## src/rtl/riscv_wb_pkg.sv

```systemverilog
// Shared writeback-stage types and constants for the RV32I core.
package riscv_wb_pkg;

  typedef enum logic [1:0] {
    RES_ALU  = 2'b00,
    RES_MEM  = 2'b01,
    RES_PC4  = 2'b10,
    RES_RSVD = 2'b11
  } result_src_e;

  localparam int XLEN       = 32;
  localparam int REG_ADDR_W = 5;
  localparam logic [REG_ADDR_W-1:0] REG_ZERO = 5'd0;

endpackage

```

## src/rtl/wb_result_mux.sv

```systemverilog
// Writeback result select with reserved-code write suppression.
// Purely combinational so the hazard unit can reuse it.
module wb_result_mux
  import riscv_wb_pkg::*;
#(
  parameter int DATA_WIDTH = XLEN
) (
  input  result_src_e           src,
  input  logic                  wr_en_in,
  input  logic [DATA_WIDTH-1:0] alu_result,
  input  logic [DATA_WIDTH-1:0] mem_data,
  input  logic [DATA_WIDTH-1:0] pc_plus4,
  output logic [DATA_WIDTH-1:0] result,
  output logic                  wr_en
);

  always_comb begin
    result = alu_result;
    wr_en  = wr_en_in;
    case (src)
      RES_ALU:  result = alu_result;
      RES_MEM:  result = mem_data;
      RES_PC4:  result = pc_plus4;
      RES_RSVD: begin
        result = alu_result;
        wr_en  = 1'b0;
      end
      default:  result = alu_result;
    endcase
  end

endmodule

```

## src/rtl/mem_wb_stage.sv

```systemverilog
// MEM/WB pipeline register and writeback select with forwarding-hit flags.
// Optional retired-instruction counter enabled by RETIRE_COUNT_EN.
module mem_wb_stage
  import riscv_wb_pkg::*;
#(
  parameter int DATA_WIDTH     = XLEN,
  parameter int REG_ADDR_WIDTH = REG_ADDR_W,
  parameter int CNT_WIDTH      = 64
) (
  input  logic                      clk,
  input  logic                      rst,
  input  logic                      ValidM,
  input  logic                      RegWriteM,
  input  logic [1:0]                ResultSrcM,
  input  logic [DATA_WIDTH-1:0]     ALUResultMW,
  input  logic [DATA_WIDTH-1:0]     ReadPartDataM,
  input  logic [DATA_WIDTH-1:0]     PCPlus4M,
  input  logic [31:0]               RdM,
  input  logic                      StallW,
  input  logic                      FlushW,
  input  logic [REG_ADDR_WIDTH-1:0] Rs1E,
  input  logic [REG_ADDR_WIDTH-1:0] Rs2E,
  output logic [DATA_WIDTH-1:0]     ResultW,
  output logic [REG_ADDR_WIDTH-1:0] RdW,
  output logic                      RegWriteW,
  output logic                      ValidW,
  output logic                      FwdHitAW,
  output logic                      FwdHitBW
`ifdef RETIRE_COUNT_EN
  , output logic [CNT_WIDTH-1:0]    RetireCountW
`endif
);

  logic                      valid_q, valid_d;
  logic                      regwrite_q, regwrite_d;
  result_src_e               src_q, src_d;
  logic [DATA_WIDTH-1:0]     alu_q, alu_d;
  logic [DATA_WIDTH-1:0]     mem_q, mem_d;
  logic [DATA_WIDTH-1:0]     pc4_q, pc4_d;
  logic [REG_ADDR_WIDTH-1:0] rd_q, rd_d;
  logic                      wr_qual;

  // Upper destination bits are architecturally meaningless here.
  logic unused_rd_hi;
  assign unused_rd_hi = ^RdM[31:REG_ADDR_WIDTH];

  always_comb begin
    valid_d    = valid_q;
    regwrite_d = regwrite_q;
    src_d      = src_q;
    alu_d      = alu_q;
    mem_d      = mem_q;
    pc4_d      = pc4_q;
    rd_d       = rd_q;
    if (FlushW) begin
      valid_d    = 1'b0;
      regwrite_d = 1'b0;
    end else if (!StallW) begin
      valid_d    = ValidM;
      regwrite_d = RegWriteM;
      src_d      = result_src_e'(ResultSrcM);
      alu_d      = ALUResultMW;
      mem_d      = ReadPartDataM;
      pc4_d      = PCPlus4M;
      rd_d       = RdM[REG_ADDR_WIDTH-1:0];
    end
  end

  always_ff @(posedge clk) begin
    if (rst) begin
      valid_q    <= 1'b0;
      regwrite_q <= 1'b0;
      src_q      <= RES_ALU;
      alu_q      <= '0;
      mem_q      <= '0;
      pc4_q      <= '0;
      rd_q       <= '0;
    end else begin
      valid_q    <= valid_d;
      regwrite_q <= regwrite_d;
      src_q      <= src_d;
      alu_q      <= alu_d;
      mem_q      <= mem_d;
      pc4_q      <= pc4_d;
      rd_q       <= rd_d;
    end
  end

  assign wr_qual = valid_q & regwrite_q & (rd_q != REG_ADDR_WIDTH'(REG_ZERO));

  wb_result_mux #(.DATA_WIDTH(DATA_WIDTH)) u_result_mux (
    .src        (src_q),
    .wr_en_in   (wr_qual),
    .alu_result (alu_q),
    .mem_data   (mem_q),
    .pc_plus4   (pc4_q),
    .result     (ResultW),
    .wr_en      (RegWriteW)
  );

  assign RdW      = rd_q;
  assign ValidW   = valid_q;
  assign FwdHitAW = RegWriteW & (rd_q == Rs1E);
  assign FwdHitBW = RegWriteW & (rd_q == Rs2E);

`ifdef RETIRE_COUNT_EN
  logic [CNT_WIDTH-1:0] cnt_q, cnt_d;

  // A flushed stage still retires the instruction it held going out.
  always_comb begin
    cnt_d = cnt_q;
    if (valid_q && !StallW) cnt_d = cnt_q + {{(CNT_WIDTH-1){1'b0}}, 1'b1};
  end

  always_ff @(posedge clk) begin
    if (rst) cnt_q <= '0;
    else     cnt_q <= cnt_d;
  end

  assign RetireCountW = cnt_q;
`else
  localparam int unused_cnt_w = CNT_WIDTH;
`endif

endmodule

```

## config.mk

```make
export PLATFORM = sky130hd
export DESIGN_NAME = mem_wb_stage
export DESIGN_NICKNAME = d
export VERILOG_FILES = /design/src/rtl/riscv_wb_pkg.sv /design/src/rtl/wb_result_mux.sv /design/src/rtl/mem_wb_stage.sv
export SDC_FILE = /design/constraint.sdc
export NUM_CORES = 1
export LEC_CHECK = 0
export BUFFER_PORTS_ARGS = -buffer_cell sky130_fd_sc_hd__clkbuf_2
export CAP_MARGIN = 0
export CORE_MARGIN = 2
export CORE_UTILIZATION = 43
export DETAILED_ROUTE_END_ITERATION = 7
export PLACE_DENSITY = 0.76
export SYNTH_ARGS = -nofsm -noshare
export SYNTH_HDL_FRONTEND = slang
export SYNTH_SLANG_ARGS = --single-unit
```

## constraint.sdc

```tcl
create_clock -name clk -period 2.1 [get_ports clk]
set_input_delay 0.525 -clock clk [delete_from_list [all_inputs] [get_ports clk]]
set_output_delay 0.525 -clock clk [all_outputs]
set_load 0.005 [all_outputs]
```

=== Yosys cells after proc, flatten, opt, wreduce, memory -nomap -nowiden ===
Index checks and enable logic that the tools add are counted.
Widths: inputs -> output; s select.

* Register bits after elaboration: 105
* Bits of input ports: 146
* Output and inout port bits: 41
* Word-level logic and storage cells: 25

* Equality and inequality tests: 5
* Muxes and demuxes: 2
* Bitwise operators: 6
* Reduce and logical (&&, ||, !) cells: 5

{| class="wikitable"
|+ Operators with widths
! cell !! count
|-
| $pmux 32 s3 || 1
|-
| $eq 5x5->1 || 2
|-
| $reduce_bool 5->1 || 1
|-
| $and 1x1->1 || 4
|-
| $eq 2x2->1 const B || 2
|-
| $reduce_or 2->1 || 2
|-
| $eq 2x1->1 const B || 1
|-
| $logic_not 2->1 || 1
|-
| $not 1->1 || 2
|-
| $reduce_and 2->1 || 1
|-
| $mux 1 || 1
|}

=== Longest topological paths before layout ===
Gate-level depths: netlist of the first run.

* Depth in word-level cells: 4
* Depth in mapped cells: 6
* Gate-level depth less buffers: 4

=== Hierarchy ===
A second synthesis of the first run with hierarchy kept.

* Cells, all modules: 586
* Area total of the unflattened synthesis: 4393.0 sq um

{| class="wikitable"
|+ Modules (own cells, without submodules)
! module !! instances !! cells an instance !! area each (sq um) !! seq. area each (sq um)
|-
| mem_wb_stage || 1 || 471 || 3737.3 || 2102.0
|-
| wb_result_mux || 1 || 115 || 655.6 || 0.0
|}

=== Worst setup path after synthesis of the first run ===
Ideal clock, no wire load.

* Path kind: reg-to-output
* Start: register src_q[0]
* End: output port ResultW[0]
* Arrival: 1280 ps
* Data required time: 1575 ps
* Setup slack: 295 ps
* Cell stages (with the launch flop): 6
* Buffers on the path: 1
* Path through: dfxtp_1 > inv_1 > ha_1 > clkbuf_1 > a22oi_1 > o21ai_0

* Longest elaborated chain between the ends: 3
* Elaborated cells on any way between the ends: 6
* Classes of those cells: eq/ne: 3; mux: 1; reduce/logical: 2

{| class="wikitable"
|+ RTL lines
! item !! RTL line !! text
|-
| start, declared || mem_wb_stage.sv:36 || <nowiki>result_src_e src_q, src_d;</nowiki>
|-
| start signal, assigned || mem_wb_stage.sv:81 || <nowiki>src_q <= src_d;</nowiki>
|-
| $eq 2x2->1 / $logic_not 2->1 (equally long branches) || wb_result_mux.sv:20 || <nowiki>case (src)</nowiki>
|-
| $reduce_or 2->1 (no line) || - ||
|-
| $pmux 32 s3 * || wb_result_mux.sv:20 ||
|-
| end, declared || mem_wb_stage.sv:23 || <nowiki>output logic [DATA_WIDTH-1:0] ResultW,</nowiki>
|}

Every way passes the cells marked *; elsewhere a longest branch is shown, timed or not.

=== Worst setup path in the final report of the first run ===
* Start: register rd_q[0] (netlist: RdW[0])
* End: output port FwdHitBW

* Longest elaborated chain between the ends: 4
* Elaborated cells on any way between the ends: 5
* Classes of those cells: eq/ne: 1; mux: 1; bitwise: 2; reduce/logical: 1

{| class="wikitable"
|+ RTL lines
! item !! RTL line !! text
|-
| start, declared || mem_wb_stage.sv:40 || <nowiki>logic [REG_ADDR_WIDTH-1:0] rd_q, rd_d;</nowiki>
|-
| start signal, assigned || mem_wb_stage.sv:85 || <nowiki>rd_q <= rd_d;</nowiki>
|-
| $reduce_bool 5->1 || mem_wb_stage.sv:89 || <nowiki>assign wr_qual = valid_q & regwrite_q & (rd_q != REG_ADDR_WIDTH'(REG_ZERO));</nowiki>
|-
| $and 1x1->1 || mem_wb_stage.sv:89 ||
|-
| $mux 1 || wb_result_mux.sv:20 ||
|-
| $and 1x1->1 * || mem_wb_stage.sv:104 || <nowiki>assign FwdHitBW = RegWriteW & (rd_q == Rs2E);</nowiki>
|-
| end, declared || mem_wb_stage.sv:28 || <nowiki>output logic FwdHitBW</nowiki>
|}

Marks and branches as above.

==> results of run 1 <==
## sequential cells by signal (all words and copies together) (netlist names)
register and flops:
regwrite_q 1, mem_q 32, alu_q 32, src_q 2, RdW 5, pc4_q 32, ValidW 1
## cells by family after synthesis
kind of cell / count (synthesis) / share of synthesized area (%)
compound gates: 168 / 21.1
xor+xnor: 10 / 2.01
fa+ha+maj: 3 / 0.862
buf+inv: 51 / 5.43
flops: 105 / 48.2
mux: 2 / 0.460
simple gates: 248 / 21.9
## worst paths after layout
kind                                     from   endpoint  slack, ns  cells past startpoint
worst max-delay path                   RdW[0]   FwdHitBW      -0.04                      4
worst min-delay path            ResultSrcM[1]   src_q[1]       0.38                      3
worst max register to register         RdW[0]     RdW[0]       1.37                      3
worst min register to register      mem_q[20]  mem_q[20]       0.46                      2
## cell type report
cell class	count	area, sq um	share of cell area [%]
Tap cell	133	166	2.90
Timing Repair Buffer	176	1070	18.6
Sequential cell	105	2110	36.8
Multi-Input combinational cell	431	2200	38.4
Clock buffer	12	145	2.53
Inverter	3	13.8	0.240
Clock inverter	4	28.8	0.502
## per-layer routing
| layer | vias to the layer above | global-route usage [%] | wire (microns) |
|---|---|---|---|
| met5 | - | 0 | 0 |
| met4 | 0 | 5.62 | 160 |
| met3 | 15 | 3.24 | 661 |
| met2 | 139 | 35.7 | 5710 |
| met1 | 2033 | 28.4 | 5250 |
| li1 | 2220 | - | - |
## power by group
| part | switching (uW) | total, uW | internal, uW |
|---|---|---|---|
| sequential | 59.9 | 2140 | 2080 |
| combinational | 305 | 583 | 278 |
| clock | 676 | 1140 | 466 |
## repair_timing
action / 4_1_cts / 5_1_grt
pin swaps: 4 / 5
setup endpoints to repair: 35 / 35
cloned: 0 / 2
setup buffers: 4 / 0
gates resized for setup: 51 / 56
## stage by stage
| stage | power (uW) | hold WS [ns] | setup TNS (ns) | worst slack (ns) | cell area (sq um) |
|---|---|---|---|---|---|
| final | 3870 | 0.378 | -0.570 | -0.0442 | 5740 |
| after CTS | 3850 | 0.362 | -0.433 | -0.0736 | 5570 |
| after detailed placement | 2700 | 0.447 | 0 | 0.102 | 5290 |
| after global routing | 4040 | 0.369 | -2.95 | -0.127 | 5740 |
| after global placement | 2690 | 0.442 | 0 | 0.138 | 5290 |
| after floorplan | 2450 | 0.436 | 0 | 0.295 | 4360 |
## worst register-to-register path, stage by stage, from the launching register on
cell	delay [ns]
dfxtp_4	0.36
buf_4	0.15
nand2_1	0.05
a21oi_1	0.06
## cell usage after synthesis, drive strengths merged
| library cell | count |
|---|---|
| inv | 3 |
| a21oi | 103 |
| or4 | 1 |
| nand3 | 2 |
| mux2i | 2 |
| clkbuf | 28 |
| o21ai | 33 |
| xor2 | 4 |
| xnor2 | 6 |
| nor3 | 2 |
| nor2 | 1 |
| or2 | 1 |
| ha | 3 |
| a22oi | 32 |
| nor4 | 2 |
| and3b | 1 |
| nand2 | 238 |
| buf | 20 |
| dfxtp | 105 |
==> impl_metrics.tcl, run 1 <==
set metrics [dict create \
    final_cells 864 \
    hold_viol 0 \
    dp_cells 842 \
    dieArea_sq_um 11000 \
    crit_required_ns 1.57 \
    track_usage_pct 21.2 \
    rsz0062_at_grt "yes" \
    drv_cap 0 \
    slew_headroom_pct 67.3 \
    htree_num_levels 3 \
    synth.area.top_cells "dfxtp_1 48%, nand2_1 21%, a21oi_1 12%, a22oi_1 5.5%, o21ai_0 3.7%" \
    drt-total-wl_mm 11.8 \
    p_leak_uw 0.00237 \
    critPathMaxFanout 3 \
    initial_utilization_pct 44.4 \
    critical-path-max-stage-delay_ns 0.53 \
    grt_max_degree 106 \
    path_class "flop to output port" \
    port_buffers 159 \
    violations "setup timing" \
    slew_violations 0 \
    clockRootBuffer "clkbuf_8" \
    clock_latency_ns 0.35 \
    irDropWorstVdd_uv 415 \
    crit_family "simple AND/OR/NAND/NOR gates" \
    antenna_cells 0 \
    nets 875 \
    path_buf_inv 1 \
    status "complete, but fails checks" \
    final_cell_mix "238 x nand2_1, 128 x clkbuf_2, 103 x a21oi_1" \
    wl_per_cell_microns 13.6 \
    max_freq_mhz 466 \
    layout_commonest_cell "nand2_1" \
    area_delta_synth_final_pct 31.6 \
    clk_path_buf_depth 2 \
    synth_area_sq_um 4360 \
    cts_sinks 105 \
    grt_first_pass_wirelength_mm 19.3 \
    viasPerCell 5.10 \
    cts_tree "built" \
    place.gp.congestion 0.821 \
    finalSetupViolations 27 \
    cts_inserted_buffers 9 \
    finish.utilization_pct 58.4 \
    via_count 4407 \
    synthCells 587 \
    fin_crit_sh_pct 102 \
    hp-class "input port to flop" \
    ioPinCount 187 \
    die_x_microns 105 \
    finalClockSkew_ns 0 \
    postRouteAntennaNets 0 \
    syn_area_per_cell_sq_um 7.42 \
    synth_cell_type_count 21 \
    dr.pass1.iters 4 \
    synth-seq-cells 105 \
    yosysTopAreaCell "dfxtp_1" \
    setup_slack_ns -0.0442 \
    finalCriticalPeriod_ns 2.14 \
    drc 0 \
    fillerInstances 959 \
    synth_top_area_share_pct 48.2 \
    worst_pin_slew_ns 0.490 \
    floorplan.rows 36 \
    arrival_ns 1.62 \
    drt_iter0_markers 283 \
    p_per_area_nw_per_um2 674 \
    dieHeight_microns 105 \
    crit_chain "or4_4 > o21ai_2 > nor4_1 > buf_2" \
    ys_warn_count 0 \
    grt_overflow_total 0 \
    path_clk_slew_ns 0.10 \
    worst_setup_path_end_kind "output port" \
    final_layout_size_suffix_gt1_share_pct 31.7 \
    core_sq_um 9820 \
    syn-num-nets 736 \
    antenna_found_initial 0 \
    critical_path.slowest_cell "or4_4" \
    grt_pass1_vias 4141 \
    cts_hold_buf 0 \
    place_hpwl_mm 7.97 \
    seq_area_frac_synth_pct 48.2 \
    start_kind "flop" \
]
Power figures use the tool's default switching activity.
==> run 2: changes to the inputs <==
--- a/config.mk
+++ b/config.mk
@@ -7,7 +7,7 @@
 export LEC_CHECK = 0
 export BUFFER_PORTS_ARGS = -buffer_cell sky130_fd_sc_hd__clkbuf_2
 export CAP_MARGIN = 0
-export CORE_MARGIN = 2
+export CORE_MARGIN = 4
 export CORE_UTILIZATION = 43
 export DETAILED_ROUTE_END_ITERATION = 7
 export PLACE_DENSITY = 0.76
==> run 2 against run 1 <==
Against the previous run: the run still ends with setup timing left; clock skew is the same; combinational power up 7.4%; core utilization increased by 1.0 points; largest power group unchanged.
==> impl_metrics.tcl, run 2 (synthesis gave the netlist of run 1 again) <==
set metrics [dict create \
    pre_cts_slack_ns 0.0947 \
    finalSetupViolations 35 \
    p_clk_share_pct 30.5 \
    drc 0 \
    cts_tree "built" \
    arrival_ns 1.70 \
    place_hpwl_mm 8.63 \
    hp-class "input port to flop" \
    track_usage_pct 22.0 \
    power.share.switching_pct 26.6 \
    p_per_area_nw_per_um2 681 \
    slew_violations 0 \
    seqPwrFrac_pct 53.8 \
    slew_headroom_pct 64.2 \
    postRouteAntennaNets 0 \
    path_buf_inv 3 \
    critical_path.slowest_cell "ha_4" \
    clk_path_buf_depth 2 \
    cts_sinks 105 \
    largestRegisters "alu_q: 32 flops, mem_q: 32 flops, pc4_q: 32 flops" \
    dieArea_sq_um 11800 \
    clock_latency_ns 0.35 \
    drt_iter0_markers 296 \
    initial_utilization_pct 44.4 \
    port_buffers 159 \
    status "complete, but fails checks" \
    worst_pin_slew_ns 0.537 \
    wl_met1_mm 5.92 \
    final_cells 868 \
    critical-path-max-stage-delay_ns 0.39 \
    clockRootBuffer "clkbuf_8" \
    htree_num_levels 3 \
    final_cell_mix "238 x nand2_1, 126 x clkbuf_2, 103 x a21oi_1" \
    final_layout_size_suffix_gt1_share_pct 32.1 \
    place.gp.congestion 0.800 \
    cts_inserted_buffers 9 \
    finalCriticalPeriod_ns 2.22 \
    viasPerCell 5.11 \
    antenna_found_initial 0 \
    layout_commonest_cell "nand2_1" \
    internal-power_uw 2920 \
    core_sq_um 9820 \
    hold_viol 0 \
    highest_layer "met4" \
    grt_first_pass_wirelength_mm 20.5 \
    dp_cells 844 \
    rsz0062_at_grt "yes" \
    setup_tns_ns -2.49 \
    startpoint "src_q[0]" \
    wl_per_cell_microns 15.2 \
    grt_max_degree 57 \
    drt-total-wl_mm 13.2 \
    wl_met3_microns 710 \
    ioPinCount 187 \
    fin_crit_sh_pct 106 \
    reg2reg_from "RdW[4]" \
    drv_cap 0 \
    wl_met2_mm 6.45 \
    worst_setup_path_end_kind "output port" \
    r2r_slack_ns 1.32 \
    via_count 4432 \
    cts_hold_buf 0 \
    power_frac_comb_pct 15.8 \
    path_class "flop to output port" \
    holdCritStartpoint "RdM[1]" \
    dieHeight_microns 109 \
    crit_chain "inv_2 > ha_4 > buf_12 > a22oi_2 > o21ai_1 > buf_2" \
    antenna_cells 0 \
    path_clk_slew_ns 0.09 \
    violations "setup timing" \
    grt_pass1_vias 4302 \
    dr.pass1.iters 4 \
    p_sw_uw 1060 \
    finalClockSkew_ns 0 \
    die_x_microns 109 \
    floorplan.rows 36 \
    critPathMaxFanout 6 \
    nets 880 \
    irDropWorstVdd_uv 321 \
    p_leak_uw 0.00242 \
    start_kind "flop" \
    crit_family "adder cells" \
    area_delta_synth_final_pct 34.0 \
    crit_required_ns 1.57 \
    max_freq_mhz 450 \
    setup_slack_ns -0.124 \
    grt_overflow_total 0 \
]
## run 2: per-layer routing
layer,up-vias,track usage [%]
li1,2221,-
met1,2053,29.1
met2,146,36.8
met3,12,3.43
met4,0,7.39
met5,-,0
## run 2: worst reg2reg max path, stage by stage, from the launching register on
cell	delay, ns
dfxtp_1	0.50
nand2_1	0.08
a21oi_1	0.14
## run 2: power by group through the flow
stage	combinational, uW	clock, uW	sequential (uW)
after floorplan	280	0	2170
final	626	1210	2140
after global placement	510	0	2170
after CTS	598	1230	2140
after global routing	691	1310	2150
after detailed placement	519	0	2180
## run 2: final cells by class
cell class              instances  area (sq um)
clock buffers                  10           128
clock inverters                 5          57.6
fillers                       945          3980
inverters                       3          11.3
multi-input cells             431          2210
flip-flops and latches        105          2110
well taps                     133           166
repair buffers                181          1150
## run 2: per-stage QoR
stage | area, sq um | util (%) | power [uW] | hold slack [ns]
2_1_floorplan | 4360 | - | 2450 | 0.436
3_3_place_gp | 5270 | 53.7 | 2680 | 0.442
3_5_place_dp | 5270 | 53.7 | 2700 | 0.447
4_1_cts | 5700 | 58.1 | 3970 | 0.360
5_1_grt | 5840 | 59.4 | 4150 | 0.363
6_report | 5840 | 59.4 | 3980 | 0.375
## run 2: timing repair
item / CTS / global route
pin swaps: 16 / 27
buffers inserted: 2 / 1
cloned: 4 / 2
resized for setup: 65 / 49
setup endpoints to repair: 35 / 35
endpoints found under the hold margin: 0 / 0
## run 2: final timing paths
check,endpoint,depth (start not counted)
worst min-delay path,RdW[1],3
worst max-delay path,ResultW[13],6
worst min register to register,mem_q[19],2
worst max register to register,RdW[4],2
==> run 3: changes to the inputs <==
--- a/config.mk
+++ b/config.mk
@@ -10,7 +10,7 @@
 export CORE_MARGIN = 4
 export CORE_UTILIZATION = 43
 export DETAILED_ROUTE_END_ITERATION = 7
-export PLACE_DENSITY = 0.76
+export PLACE_DENSITY = 0.73
 export SYNTH_ARGS = -nofsm -noshare
 export SYNTH_HDL_FRONTEND = slang
 export SYNTH_SLANG_ARGS = --single-unit
==> run 3 against run 2 <==
Against the previous run: count of clock-buffer cells in the layout shrank 1; total power rose by 0.16%; critical path depth is the same; highest routed layer unchanged; the flow still finishes with violations (setup timing); sequential power is essentially flat; sequential cell count unchanged; global-route usage is 1.5 points lower; cell count down 1.2%; clock power is 8% higher; non-clock buffer count decreased by 11; final area is 4.8% lower; hold slack got worse by 0.0084 ns.
==> impl_metrics.tcl, run 3 (synthesis gave the netlist of run 1 again) <==
set metrics [dict create \
    grt_max_degree 104 \
    cts_inserted_buffers 9 \
    min_path_cells 3 \
    finalClockSkew_ns 0 \
    grt_pass1_vias 4151 \
    worst_pin_slew_ns 1.12 \
    worst_setup_path_end_kind "output port" \
    grt_first_pass_wirelength_mm 19.5 \
    postRouteAntennaNets 0 \
    place_hpwl_mm 8.61 \
    wl_per_cell_microns 14.3 \
    port_buffers 159 \
    p_per_area_nw_per_um2 717 \
    dr.pass1.iters 5 \
    ioPinCount 187 \
    path_clk_slew_ns 0.10 \
    finalCriticalPeriod_ns 2.16 \
    clock_latency_ns 0.36 \
    cts_tree "built" \
    clockRootBuffer "clkbuf_8" \
    cts_sinks 105 \
    final_layout_size_suffix_gt1_share_pct 28.6 \
    arrival_ns 1.64 \
    area_delta_synth_final_pct 27.6 \
    reg2reg_depth 2 \
    violations "setup timing" \
    hold_viol 0 \
    irDropWorstVdd_uv 394 \
    place.gp.congestion 0.795 \
    pre_cts_slack_ns 0.0654 \
    core_sq_um 9820 \
    floorplan.rows 36 \
    final_cell_mix "238 x nand2_1, 129 x clkbuf_2, 103 x a21oi_1" \
    rsz0062_at_grt "yes" \
    nets 869 \
    fin_crit_sh_pct 103 \
    drv_cap 0 \
    fillerInstances 974 \
    largestRegisters "alu_q: 32 flops, mem_q: 32 flops, pc4_q: 32 flops" \
    initial_utilization_pct 44.4 \
    antenna_cells 0 \
    via_count 4333 \
    clk_path_buf_depth 2 \
    antenna_found_initial 0 \
    hp-class "input port to flop" \
    htree_num_levels 3 \
    dieHeight_microns 109 \
    critPathMaxFanout 17 \
    drc 0 \
    p_leak_uw 0.00232 \
    finalInstanceArea_sq_um 5560 \
    viasPerCell 5.05 \
    setup_tns_ns -0.658 \
    layout_commonest_cell "nand2_1" \
    max_freq_mhz 462 \
    path_class "flop to output port" \
    status "complete, but fails checks" \
    dieArea_sq_um 11800 \
    die_x_microns 109 \
    slew_violations 0 \
    post_dp_cell_area_sq_um 5260 \
    drt_iter0_markers 271 \
    finalSetupViolations 17 \
    grt_overflow_total 0 \
    setup_slack_ns -0.0650 \
    start_kind "flop" \
    track_usage_pct 20.5 \
    drt-total-wl_mm 12.3 \
    slew_headroom_pct 25.3 \
    power.total_uw 3980 \
    crit_required_ns 1.57 \
]
==> run 3: cell count changes in the layout (fill, tap and decap cells not counted), moves of 2 or more <==
cell | previous run | this run
buf_16 | 4 | 0
o21ai_2 | 5 | 3
o21ai_1 | 27 | 30
buf_2 | 32 | 29
a22oi_2 | 22 | 7
clkbuf_2 | 126 | 129
a22oi_1 | 10 | 25
clkbuf_16 | 2 | 0
buf_4 | 11 | 5
inv_8 | 0 | 2
==> run 3: per-layer routing <==
layer	vias up	share of wire [%]	GRT usage (%)
met4	0	1.6	6.13
met2	151	48	33.4
met3	19	7.7	5.09
li1	2204	-	-
met1	1959	42	27.0
met5	-	0	0
==> run 3: path summary, 6_finish.rpt <==
| kind | slack [ns] | endpoint | from |
|---|---|---|---|
| setup / recovery | -0.06 | ResultW[2] | src_q[0] |
| hold / removal | 0.37 | RdW[1] | RdM[1] |
| setup reg to reg | 1.32 | RdW[4] | RdW[4] |
| hold reg to reg | 0.46 | alu_q[7] | alu_q[7] |
==> run 3: per-stage QoR <==
| step | cells | util (%) | hold slack [ns] |
|---|---|---|---|
| final | 858 | 56.6 | 0.367 |
| after global routing | 858 | 56.6 | 0.343 |
| after CTS | 858 | 56.0 | 0.351 |
| after detailed placement | 841 | 53.6 | 0.447 |
| after global placement | 841 | 53.6 | 0.442 |
| after floorplan | 587 | - | 0.436 |
==> run 3: area by class of cell <==
class	count	area, sq um	area share [%]
inverter	3	11.3	0.203
tap	133	166	2.99
multi-input combinational	431	2100	37.8
clock buffer	9	124	2.23
clock inverter	7	85.1	1.53
timing repair buffer	170	960	17.3
sequential	105	2110	38.0
==> run 3: timing repair <==
item | 4_1_cts | 5_1_grt
pin swaps | 4 | 1
endpoints found under the setup margin | 35 | 35
endpoints found under the hold margin | 0 | 0
gates resized for setup | 42 | 41
setup buffers | 1 | 0
hold buffers | 0 | 0
==> run 3: critical path, cell delays in order (launching register included) <==
cell and delay [ns]:
dfxtp_4 0.38, inv_2 0.05, ha_4 0.28, buf_12 0.15, a22oi_1 0.08, o21ai_1 0.19
buf_2 0.14
==> run 3: report_power, final <==
group          total [uW]  switching, uW  internal (uW)
registers            2140           54.7           2080
logic                 539            295            244
clock network        1310            733            575
total                3980           1080           2900
